**src/rtl/i2c_pkg.sv**
```systemverilog
// Shared types and constants for the I2C slave datapath.
package i2c_pkg;

    localparam int I2C_BYTE_BITS           = 8;
    localparam int I2C_HOLD_CYCLES_DEFAULT = 4;

    typedef enum logic [2:0] {
        IDLE,
        WAIT_FALL,
        HOLD,
        BIT,
        ACK_RISE,
        ACK_FALL
    } tx_state_e;

endpackage

```
**src/rtl/i2c_scl_edge_det.sv**
```systemverilog
// SCL edge detector: one-cycle rise/fall pulses from the filtered SCL.
module i2c_scl_edge_det (
    input  logic clk_i,
    input  logic rst_i,
    input  logic scl_i,
    output logic rise_o,
    output logic fall_o
);

    logic r_scl_q;

    // NOTE: registers use non-blocking assignments so every flop samples the pre-edge values.
    always_ff @(posedge clk_i or posedge rst_i) begin
        if (rst_i) begin
            r_scl_q <= 1'b1;
        end else begin
            r_scl_q <= scl_i;
        end
    end

    assign fall_o = r_scl_q & ~scl_i;
    assign rise_o = ~r_scl_q & scl_i;

endmodule

```
**src/rtl/i2c_slave_tx_shifter.sv**
```systemverilog
// I2C slave transmit shifter: drives SDA open-drain enable MSB first with a
// fixed hold after each SCL fall, then samples the master ACK/NACK.
module i2c_slave_tx_shifter
    import i2c_pkg::*;
#(
    parameter int HOLD_CYCLES = I2C_HOLD_CYCLES_DEFAULT,
    parameter int CNT_W       = 4
) (
    input  logic       clk_i,
    input  logic       rst_i,
    input  logic       scl_filt_i,
    input  logic       sda_filt_i,
    input  logic       start_det_i,
    input  logic       stop_det_i,
    input  logic       tx_en_i,
    input  logic [7:0] tx_data_i,
    input  logic       tx_valid_i,
    output logic       tx_ready_o,
    output logic       sda_oe_o,
    output logic       ack_valid_o,
    output logic       nack_o,
    output logic       busy_o,
    output logic       err_underrun_o
);

    localparam logic [CNT_W-1:0] HOLD_LAST = CNT_W'(HOLD_CYCLES - 1);
    localparam logic [3:0]       BITS_DONE = 4'(I2C_BYTE_BITS);

    tx_state_e        r_state;
    logic [7:0]       r_shreg;
    logic [CNT_W-1:0] r_hold_cnt;
    logic [3:0]       r_bit_cnt;
    logic             r_sda_oe;
    logic             r_ack_valid;
    logic             r_nack;
    logic             r_underrun;

    logic w_rise;
    logic w_fall;
    logic w_abort;
    logic w_ready;

    i2c_scl_edge_det u_scl_edge (
        .clk_i  (clk_i),
        .rst_i  (rst_i),
        .scl_i  (scl_filt_i),
        .rise_o (w_rise),
        .fall_o (w_fall)
    );

    assign w_abort = (r_state != IDLE) && (start_det_i || stop_det_i || !tx_en_i);
    assign w_ready = ~rst_i & tx_en_i &
                     ((r_state == IDLE) | ((r_state == ACK_FALL) & ~r_nack));

    always_ff @(posedge clk_i or posedge rst_i) begin
        if (rst_i) begin
            r_state     <= IDLE;
            r_shreg     <= '0;
            r_hold_cnt  <= '0;
            r_bit_cnt   <= '0;
            r_sda_oe    <= 1'b0;
            r_ack_valid <= 1'b0;
            r_nack      <= 1'b0;
            r_underrun  <= 1'b0;
        end else begin
            r_ack_valid <= 1'b0;
            r_underrun  <= 1'b0;
            if (w_abort) begin
                r_state    <= IDLE;
                r_sda_oe   <= 1'b0;
                r_hold_cnt <= '0;
                r_bit_cnt  <= '0;
            end else begin
                case (r_state)
                    IDLE: begin
                        if (w_ready && tx_valid_i) begin
                            r_shreg   <= tx_data_i;
                            r_bit_cnt <= '0;
                            r_state   <= WAIT_FALL;
                        end
                    end
                    WAIT_FALL: begin
                        if (w_fall) begin
                            r_hold_cnt <= '0;
                            r_state    <= HOLD;
                        end
                    end
                    HOLD: begin
                        r_hold_cnt <= r_hold_cnt + CNT_W'(1);
                        if (r_hold_cnt == HOLD_LAST) begin
                            if (r_bit_cnt == BITS_DONE) begin
                                r_sda_oe <= 1'b0;
                                r_state  <= ACK_RISE;
                            end else begin
                                r_sda_oe <= ~r_shreg[7];
                                r_state  <= BIT;
                            end
                        end
                    end
                    BIT: begin
                        if (w_fall) begin
                            r_shreg    <= {r_shreg[6:0], 1'b0};
                            r_bit_cnt  <= r_bit_cnt + 4'd1;
                            r_hold_cnt <= '0;
                            r_state    <= HOLD;
                        end
                    end
                    ACK_RISE: begin
                        if (w_rise) begin
                            r_nack      <= sda_filt_i;
                            r_ack_valid <= 1'b1;
                            r_state     <= ACK_FALL;
                        end
                    end
                    ACK_FALL: begin
                        // The next byte goes straight into HOLD so its MSB uses this same fall.
                        if (r_nack) begin
                            r_state <= IDLE;
                        end else if (w_fall) begin
                            if (w_ready && tx_valid_i) begin
                                r_shreg    <= tx_data_i;
                                r_bit_cnt  <= '0;
                                r_hold_cnt <= '0;
                                r_state    <= HOLD;
                            end else begin
                                r_underrun <= 1'b1;
                                r_state    <= IDLE;
                            end
                        end
                    end
                    default: r_state <= IDLE;
                endcase
            end
        end
    end

    assign tx_ready_o     = w_ready;
    assign sda_oe_o       = r_sda_oe;
    assign ack_valid_o    = r_ack_valid;
    assign nack_o         = r_nack;
    assign busy_o         = (r_state != IDLE);
    assign err_underrun_o = r_underrun;

endmodule

```
**config.mk**
```make
export PLATFORM = sky130hd
export DESIGN_NAME = i2c_slave_tx_shifter
export DESIGN_NICKNAME = d
export VERILOG_FILES = /design/src/rtl/i2c_pkg.sv /design/src/rtl/i2c_scl_edge_det.sv /design/src/rtl/i2c_slave_tx_shifter.sv
export SDC_FILE = /design/constraint.sdc
export NUM_CORES = 1
export LEC_CHECK = 0
export CORE_ASPECT_RATIO = 1.75
export CORE_UTILIZATION = 35
export DETAILED_ROUTE_END_ITERATION = 8
export HOLD_SLACK_MARGIN = 0.06
export PLACE_DENSITY = 0.6
export SLEW_MARGIN = 10
export SYNTH_ARGS = -nofsm -noshare
export SYNTH_HDL_FRONTEND = slang
export SYNTH_SLANG_ARGS = --single-unit
```
**constraint.sdc**
```tcl
create_clock -name clk_i -period 2.9 [get_ports clk_i]
set_input_delay 0.58 -clock clk_i [delete_from_list [all_inputs] [get_ports clk_i]]
set_output_delay 0.58 -clock clk_i [all_outputs]
set_load 0.01 [all_outputs]
```
* Yosys cells after proc, flatten, opt, wreduce, memory -nomap -nowiden
Cells that the tools add are included.
W data, S select, Z words.
** Cells by class
- Add/sub/neg operators :: 2
- Equality and inequality tests :: 19
- Muxes and demuxes :: 39
- Bitwise operators :: 12
- Reductions and logical operators :: 19
** Operator list (number)
- $mux W4 :: 10
- $mux W8 :: 4
- $mux W3 :: 8
- $pmux W4 S3 :: 2
- $pmux W8 S3 :: 1
- $ne A3 B2 Y1 const B :: 5
- $pmux W3 S5 :: 1
- $reduce_and A5 Y1 :: 3
- $mux W1 :: 12
- $add A4 B1 Y4 const B :: 2
- $reduce_bool A4 Y1 :: 2
- $eq A3 B2 Y1 const B :: 2
- $eq A3 B3 Y1 const B :: 2
- $ne A3 B3 Y1 const B :: 2
- $not A1 Y1 :: 6
- $reduce_bool A3 Y1 :: 2
- $and A1 B1 Y1 :: 5
- $eq A4 B2 Y1 const B :: 1
- $eq A4 B4 Y1 const B :: 1
- $ne A2 B1 Y1 const B :: 2
- $ne A4 B3 Y1 const B :: 1
- $reduce_and A4 Y1 :: 1
- $reduce_bool A2 Y1 :: 2
- $eq A3 B1 Y1 const B :: 1
- 11 further kinds :: 13
** Storage, ports and cells
- Flip-flop bits (word level) :: 24
- Input bits :: 16
- Output and inout bits :: 6

* Depth between registers and ports, before layout
Gate-level depths: netlist (run 1).
- Word-level depth :: 10
- Mapped depth :: 7
- Mapped depth without buffers :: 7

* Cells and area by module
Synthesis (run 1) repeated with hierarchy kept, for this count alone.
** Second synthesis, totals
- Cell total of the unflattened synthesis :: 150
- Area, all modules :: 1438.9 um2
** By module, submodules not included
- i2c_slave_tx_shifter :: times used 1, cells an instance 146, area each 1393.8 um2
- i2c_scl_edge_det :: times used 1, cells an instance 4, area each 45.0 um2

* Least setup slack after synthesis (run 1)
OpenSTA, ideal clock, no wires.
- Path kind :: input to output
- Start point :: in rst_i
- End point :: out tx_ready_o
- Arrival time :: 1.473 ns
- Data required time :: 2.320 ns
- Slack :: 0.847 ns
- Stages on the path :: 3
- Cells stage by stage :: inv_1 -> nand3_1 -> a21oi_1
** On the way
- Cells in the longest elaborated chain, start to end :: 3
** RTL lines
- start, declared :: line i2c_slave_tx_shifter.sv:10 : input logic rst_i,
- $not A1 Y1 :: line i2c_slave_tx_shifter.sv:52 : assign w_ready = ~rst_i & tx_en_i &
- $and A1 B1 Y1 (2 in a row) :: line i2c_slave_tx_shifter.sv:52
- end, declared :: line i2c_slave_tx_shifter.sv:18 : output logic tx_ready_o,
Every way passes these cells.

* Worst setup path in the final report (run 1)
- Start point :: in tx_en_i
- End point :: out tx_ready_o
** On the way
- Cells in the longest elaborated chain, start to end :: 2
** RTL lines
- start, declared :: line i2c_slave_tx_shifter.sv:15 : input logic tx_en_i,
- $and A1 B1 Y1 (2 in a row) :: line i2c_slave_tx_shifter.sv:52
Every way passes these cells.

==> metrics.md, run 1 <==
| Metric | Value |
|---|---|
| Worst Skew | 0.00301 ns |
| RSZ-0062 raised after global routing | false |
| Post-synthesis sequential area ratio | 41.4% |
| Commonest non-fill, non-tap cell in the layout | dfrtp_1 |
| Top_reg_cell synth | dfrtp_1 |
| Critical path depth | 4 |
| Worst rel slew slack | 58.1% |
| Mapped Cells | 152 |
| Maximum VDD drop | 0.000300 V |
| Area delta synth->final | 22.0% |
| Final ANT Viol Nets | 0 |
| Final std cell area, no fill | 0.00177 mm² |
| Rows | 30 |
| Average vias per placed instance | 5.40 |
| RR Startpoint | r_state[0] |
| Worst Path Max Fanout | 4 |
| Crit path arrival time | 1.87 ns |
| Cell Chain, Critical Path | clkdlybuf4s50_1 -> nand3_1 -> a21oi_1 -> clkdlybuf4s50_1 |
| CTS tree | built |
| Die X | 50.7 µm |
| Placement Cell Area | 0.00170 mm² |
| Clock Latency Late Sink | 0.27 ns |
| Reg2Reg Capture Point | r_hold_cnt[3] |
| Vias in the first global route | ~1300 |
| Mean routed wirelength per cell | 14.0 µm |
| # DRC | 0 |
| FILL cells | 402 |
| Initial DRC count | 24 |
| Die area | approximately 0.0044 mm² |
| First-pass GRT wire length | 5600 µm |
| Final nets | between 150 and 200 |
| Final Hold Vio Count | 0 |
| Post-synthesis cell type count | 51 |
| Hold path start | r_bit_cnt[3] |
| Internal reg-to-reg setup slack | 0.84 ns |
| Diode count | 0 |
| Synthesized area | 0.00145 mm² |
| DR vias | 1193 |
| Slowest-stage cell, CP | clkdlybuf4s50_1 |
| Most frequent CP cell | clkdlybuf4s50_1 |
| CTS resizes | 0 |
| Finished Layout Cells | approximately 220 |
| CTS clk-pin slew, worst paths | 0.09 ns |
| Port bufs | 21 |
| WP buf/inv | 2 |
| Status | finished, final reports clean |
| Area of the multi-input gates | 774 µm² |
| Pin count of the biggest net entering global routing | 25 |
| Max-cap violation count | 0 |
| Hold Path Sink | r_bit_cnt[3] |
| Cell count after placement | between 200 and 250 |
| Clock period minus final worst setup slack | between 2 and 2.5 ns |
| Final period utilization | 84.4% |
| R2R cell count | 6 |
| DIE HEIGHT | 87.3 µm |
| Initial DRT Pass Iterations | 4 |
| I/O pins | 22 |
| CP Launch Type | input port |
| Aggregate routed wire length | 3100 µm |
| Sequential Area | 602 µm² |
| Hold WC Path Type | flip-flop to flip-flop |
| Fmax | around 410 MHz |
| Post-Syn Nets | 171 |
| Power density over the cells | ~460 mW/mm² |
| YS warnings | 0 |
| DP HPWL | 2500 µm |
| Slew @ Worst Pin | ~0.63 ns |
| Overall Power | about 0.82 mW |
| Worst Setup End Kind | primary output |
| Number of synthesized register bits | 24 |
| Layout cell share with drive strength beyond 1 | 13.9% |
| Antenna violations before repair | 0 |
| Crit Path Class | input port to primary output |
| Max-slew violations | 0 |
| Largest stage delay, worst path | 0.55 ns |
| Worst Path Required | between 2 and 2.5 ns |
| Clock Path Buffers | 2 |
| Post-CTS setup buffer count | 0 |
| CTS H-tree lvls | 1 |
| Num CTS Buffers | 3 |
| Family with the most delay on the worst path | buffers and inverters |
| Syn avg cell area | 9.57 µm² |
| Final global-route overflow total | 0 |
| Ys async rst share | 100% |
| Setup TNS | 0 ns |
| Hold path cells | 1 |
| CTS hold repair buffers | 0 |
| Pleak | about 0.76 nW |
| Min Hold Slack | 0.489 ns |
| GPL Wtd Cong | 0.831 |
| Clock sink count | 24 |
| GRT Total Usage | 16.7% |
| Core area | 0.00394 mm² |
| CTS Root Cell | clkbuf_8 |
| Most frequent cells in the layout | 23 x dfrtp_1, 21 x clkdlybuf4s50_1, 18 x nand2_1 |
| Initial Utilization | 36.9% |
| Number of enable flip-flop cells after synthesis | 0 |
| Setup violators final | 0 |
-- kinds of logic (layout without fill, tap and decap cells) --
family          after synthesis  after routing  synth area share [%]
flops                        24             24                  41.4
buf+inv                      15             36                  5.34
fa+ha+maj                     3              3                  2.58
simple gates                 62             62                  25.3
mux                           8              8                  5.59
compound gates               40             40                  19.8
-- cells in the mapped netlist, types with 3 or more instances --
master,number,area (µm²)
a21oi_1,5,25.0
buf_2,5,25.0
dfrtp_1,23,576
ha_1,3,37.5
inv_1,7,26.3
mux2i_1,7,70.1
nand2_1,18,67.6
nand2b_1,5,31.3
nand3_1,6,30.0
nor2_1,6,22.5
nor3_1,5,25.0
o21ai_0,16,80.1
-- cell type report --
cell class | count | area share, %
timing repair buffer | 25 | 13.5
sequential | 24 | 33.9
tap | 48 | 3.39
multi-input combinational | 113 | 43.7
inverter | 7 | 1.48
clock inverter | 1 | 1.69
clock buffer | 3 | 2.33
-- per-layer routing --
| layer | wire, µm | vias to the layer above | GRT usage, % |
|---|---|---|---|
| li1 | - | 591 | - |
| met1 | 1190 | 573 | 17.4 |
| met2 | 1760 | 20 | 31.4 |
| met3 | 49 | 9 | 1.75 |
| met4 | 97 | 0 | 9.34 |
| met5 | 0 | - | 0 |
-- flip-flops by register name, indices dropped and copies added, names as in the netlist --
| register | flops |
|---|---|
| r_bit_cnt | 4 |
| r_state | 3 |
| ack_valid_o | 1 |
| r_shreg | 8 |
| nack_o | 1 |
| u_scl_edge.r_scl_q | 1 |
| r_hold_cnt | 4 |
| sda_oe_o | 1 |
| err_underrun_o | 1 |
-- worst max path at each step --
stage / end / slack, ns / startpoint
2_1_floorplan: tx_ready_o / 0.85 / rst_i
3_3_place_gp: r_hold_cnt[3] / 0.43 / tx_en_i
3_5_place_dp: r_hold_cnt[3] / 0.35 / tx_en_i
4_1_cts: tx_ready_o / 0.44 / tx_en_i
5_1_grt: tx_ready_o / 0.41 / tx_en_i
6_report: tx_ready_o / 0.45 / tx_en_i
-- power breakdown --
group	internal, mW	switching [mW]	leakage (nW)
Sequential	0.371	0.0254	0.319
Clock	0.185	0.114	0.0357
Combinational	0.0619	0.0610	0.405
-- per-stage QoR --
stage	setup slack (ns)	util, %
floorplan	0.847	-
global placement	0.425	43.2
detailed placement	0.348	43.2
CTS	0.437	45.0
global route	0.405	45.0
finish	0.453	45.0
No activity file was read; power rests on OpenSTA's default activity.
==> inputs of run 2 (changes only) <==
- PLACE_DENSITY: 0.6 -> 0.62
- clock period: 2.9 -> 2 ns (I/O delays scaled with it)
==> metrics.md, run 2 (synthesized netlist as in run 1, its figures left out) <==
| Metric | Value |
|---|---|
| Die area | 0.00443 mm² (unchanged) |
| Die X | 50.7 µm (unchanged) |
| Commonest non-fill, non-tap cell in the layout | buf_4 |
| Sequential share of power | 50.6% (+2.2 points) |
| Num CTS Buffers | 3 (unchanged) |
| Largest registers | r_shreg (8), r_bit_cnt (4), r_hold_cnt (4) |
| Final ANT Viol Nets | 0 (unchanged) |
| Final period utilization | 96.5% |
| Crit path arrival time | 2.13 ns (+0.26 ns) |
| Register bank with the most flops | r_shreg |
| Slew @ Worst Pin | 0.412 ns (-0.216 ns) |
| Core area | 0.00394 mm² (unchanged) |
| Vias in the first global route | 1391 (+7.5%) |
| CP Launch Point | tx_en_i |
| GRT Total Usage | 18.4% (+1.7 points) |
| RR Startpoint | r_state[1] |
| Power density over the cells | 578 mW/mm² (+25%) |
| Worst Path Required | 2.20 ns (-0.12 ns) |
| Aggregate routed wire length | 3510 µm (+13%) |
| Max reg flops | 8 (unchanged) |
| Finished Core Util | 49.4% (+4.4 points) |
| Area delta synth->final | 33.9% |
| Diode count | 0 (unchanged) |
| First-pass GRT wire length | 6280 µm (+12%) |
| Average vias per placed instance | 5.54 (+2.6%) |
| Placement Cell Area | 0.00183 mm² (+7.5%) |
| Final nets | 214 (+11%) |
| Clk pwr share | 29.6% (-7.0 points) |
| CTS tree | built |
| Fmax | 518 MHz |
| GPL Wtd Cong | 0.871 (+4.8%) |
| I/O pins | 22 (unchanged) |
| Most frequent cells in the layout | 25 x buf_4, 20 x dfrtp_1, 20 x clkdlybuf4s50_1 |
| Clock Path Buffers | 2 (unchanged) |
| CP Launch Type | input port |
| Clock sink count | 24 (unchanged) |
| Worst Path Max Fanout | 6 (+2) |
| Antenna violations before repair | 0 (unchanged) |
| Worst Setup End Kind | flip-flop |
| Max-cap violation count | 0 (unchanged) |
| DIE HEIGHT | 87.3 µm (unchanged) |
| RSZ-0062 raised after global routing | false |
| Setup violators final | 0 (unchanged) |
| Clock period minus final worst setup slack | roughly 1.9 ns |
| Rows | 30 (unchanged) |
| Switching Fraction | 26.4% (+1.9 points) |
| Max-slew violations | 0 (unchanged) |
| Place WS | -0.194 ns (-0.542 ns) |
| Pint | 0.829 mW (+34%) |
| Initial DRT Pass Iterations | 4 (unchanged) |
| CTS clk-pin slew, worst paths | 0.09 ns (about the same) |
| Pleak | 0.863 nW (+14%) |
| Worst Skew | 0.00509 ns (+0.00208 ns) |
| Status | finished, final reports clean |
| CTS Root Cell | clkbuf_8 |
| Final global-route overflow total | 0 (unchanged) |
| Crit Path Class | input port to flip-flop |
| CTS H-tree lvls | 1 (unchanged) |
| Initial Utilization | 36.9% (unchanged) |
| Port bufs | 21 (unchanged) |
| Comb pwr share | 19.8% (+4.8 points) |
| Layout cell share with drive strength beyond 1 | 25.8% (+12 points) |
| Worst rel slew slack | 72.6% (+14 points) |
| Mean routed wirelength per cell | 14.5 µm (+3.2%) |
| Clock Latency Late Sink | 0.27 ns (about the same) |
| Pin count of the biggest net entering global routing | 25 (unchanged) |
| DP HPWL | 2750 µm (+10%) |
| Maximum VDD drop | 0.000585 V (+95%) |
| Final Hold Vio Count | 0 (unchanged) |
| Psw | 0.297 mW (+48%) |
| # DRC | 0 (unchanged) |
| Final std cell area, no fill | 0.00195 mm² (+9.7%) |
| Setup ws final | 0.0690 ns (-0.384 ns) |
| Cell count after placement | 234 (+7.8%) |
| DR vias | 1340 (+12%) |
| CTS hold repair buffers | 0 (unchanged) |
| Finished Layout Cells | 242 (+9.5%) |
| Hold WC Path Type | flip-flop to flip-flop |
| Min Hold Slack | 0.478 ns (-0.0111 ns) |
| Initial DRC count | 20 (-17%) |
| Hold path start | r_bit_cnt[3] |
-- run 2: cell count changes in the layout (fill, tap and decap cells not counted), sizes merged --
cell and delta:
buf +21, bufinv -1, clkbuf +1, clkdlybuf4s50 -1, dlygate4sd2 +1
-- run 2: layout make-up --
| class | instances | area (µm²) |
|---|---|---|
| fill | 387 | 1990 |
| clock buffer | 4 | 55.1 |
| sequential | 24 | 606 |
| multi-input combinational | 113 | 803 |
| tap | 48 | 60.1 |
| timing repair buffer | 46 | 397 |
| inverter | 7 | 26.3 |
-- run 2: metal layers --
metal | track usage (%) | up-vias | share of wire [%]
met2 | 32.8 | 56 | 56
met4 | 9.60 | 0 | 4.2
met5 | 0 | - | 0
met1 | 20.4 | 629 | 37
li1 | - | 635 | -
met3 | 3.14 | 20 | 3.7
-- run 2: worst max-delay path, cell delays in order --
cell and delay, ns:
clkdlybuf4s50_1 0.52, or3b_1 0.42, buf_4 0.19, nor3_1 0.18, a211oi_1 0.08, o21ai_0 0.18, o21a_1 0.15
-- run 2: power groups by stage --
stage / Sequential [mW] / Combinational [mW] / Clock [mW]
after detailed placement: 0.581 / 0.209 / 0
final: 0.570 / 0.223 / 0.333
after global placement: 0.580 / 0.200 / 0
after floorplan: 0.569 / 0.122 / 0
after global routing: 0.575 / 0.250 / 0.363
after CTS: 0.571 / 0.218 / 0.343
-- run 2: worst paths after layout --
path	endpoint	cells after the start	slack, ns
max reg2reg	r_bit_cnt[2]	6	0.14
min in group asynchronous	r_shreg[1]	3	0.53
min	r_bit_cnt[3]	1	0.48
max	r_state[1]	7	0.07
min reg2reg	r_bit_cnt[3]	1	0.48
max in group asynchronous	u_scl_edge.r_scl_q	3	1.18
-- run 2: timing repair --
| item | CTS | global route |
|---|---|---|
| pin swaps | 2 | 3 |
| setup buffers | 2 | 2 |
| gates resized for setup | 5 | 4 |
| endpoints found under the setup margin | 3 | 10 |
-- run 2: per-stage QoR --
| stage | setup TNS (ns) | total power [mW] |
|---|---|---|
| detailed placement | -3.34 | 0.790 |
| finish | 0 | 1.13 |
| global placement | -2.25 | 0.780 |
| CTS | 0 | 1.13 |
| floorplan | 0 | 0.691 |
| global route | 0 | 1.19 |
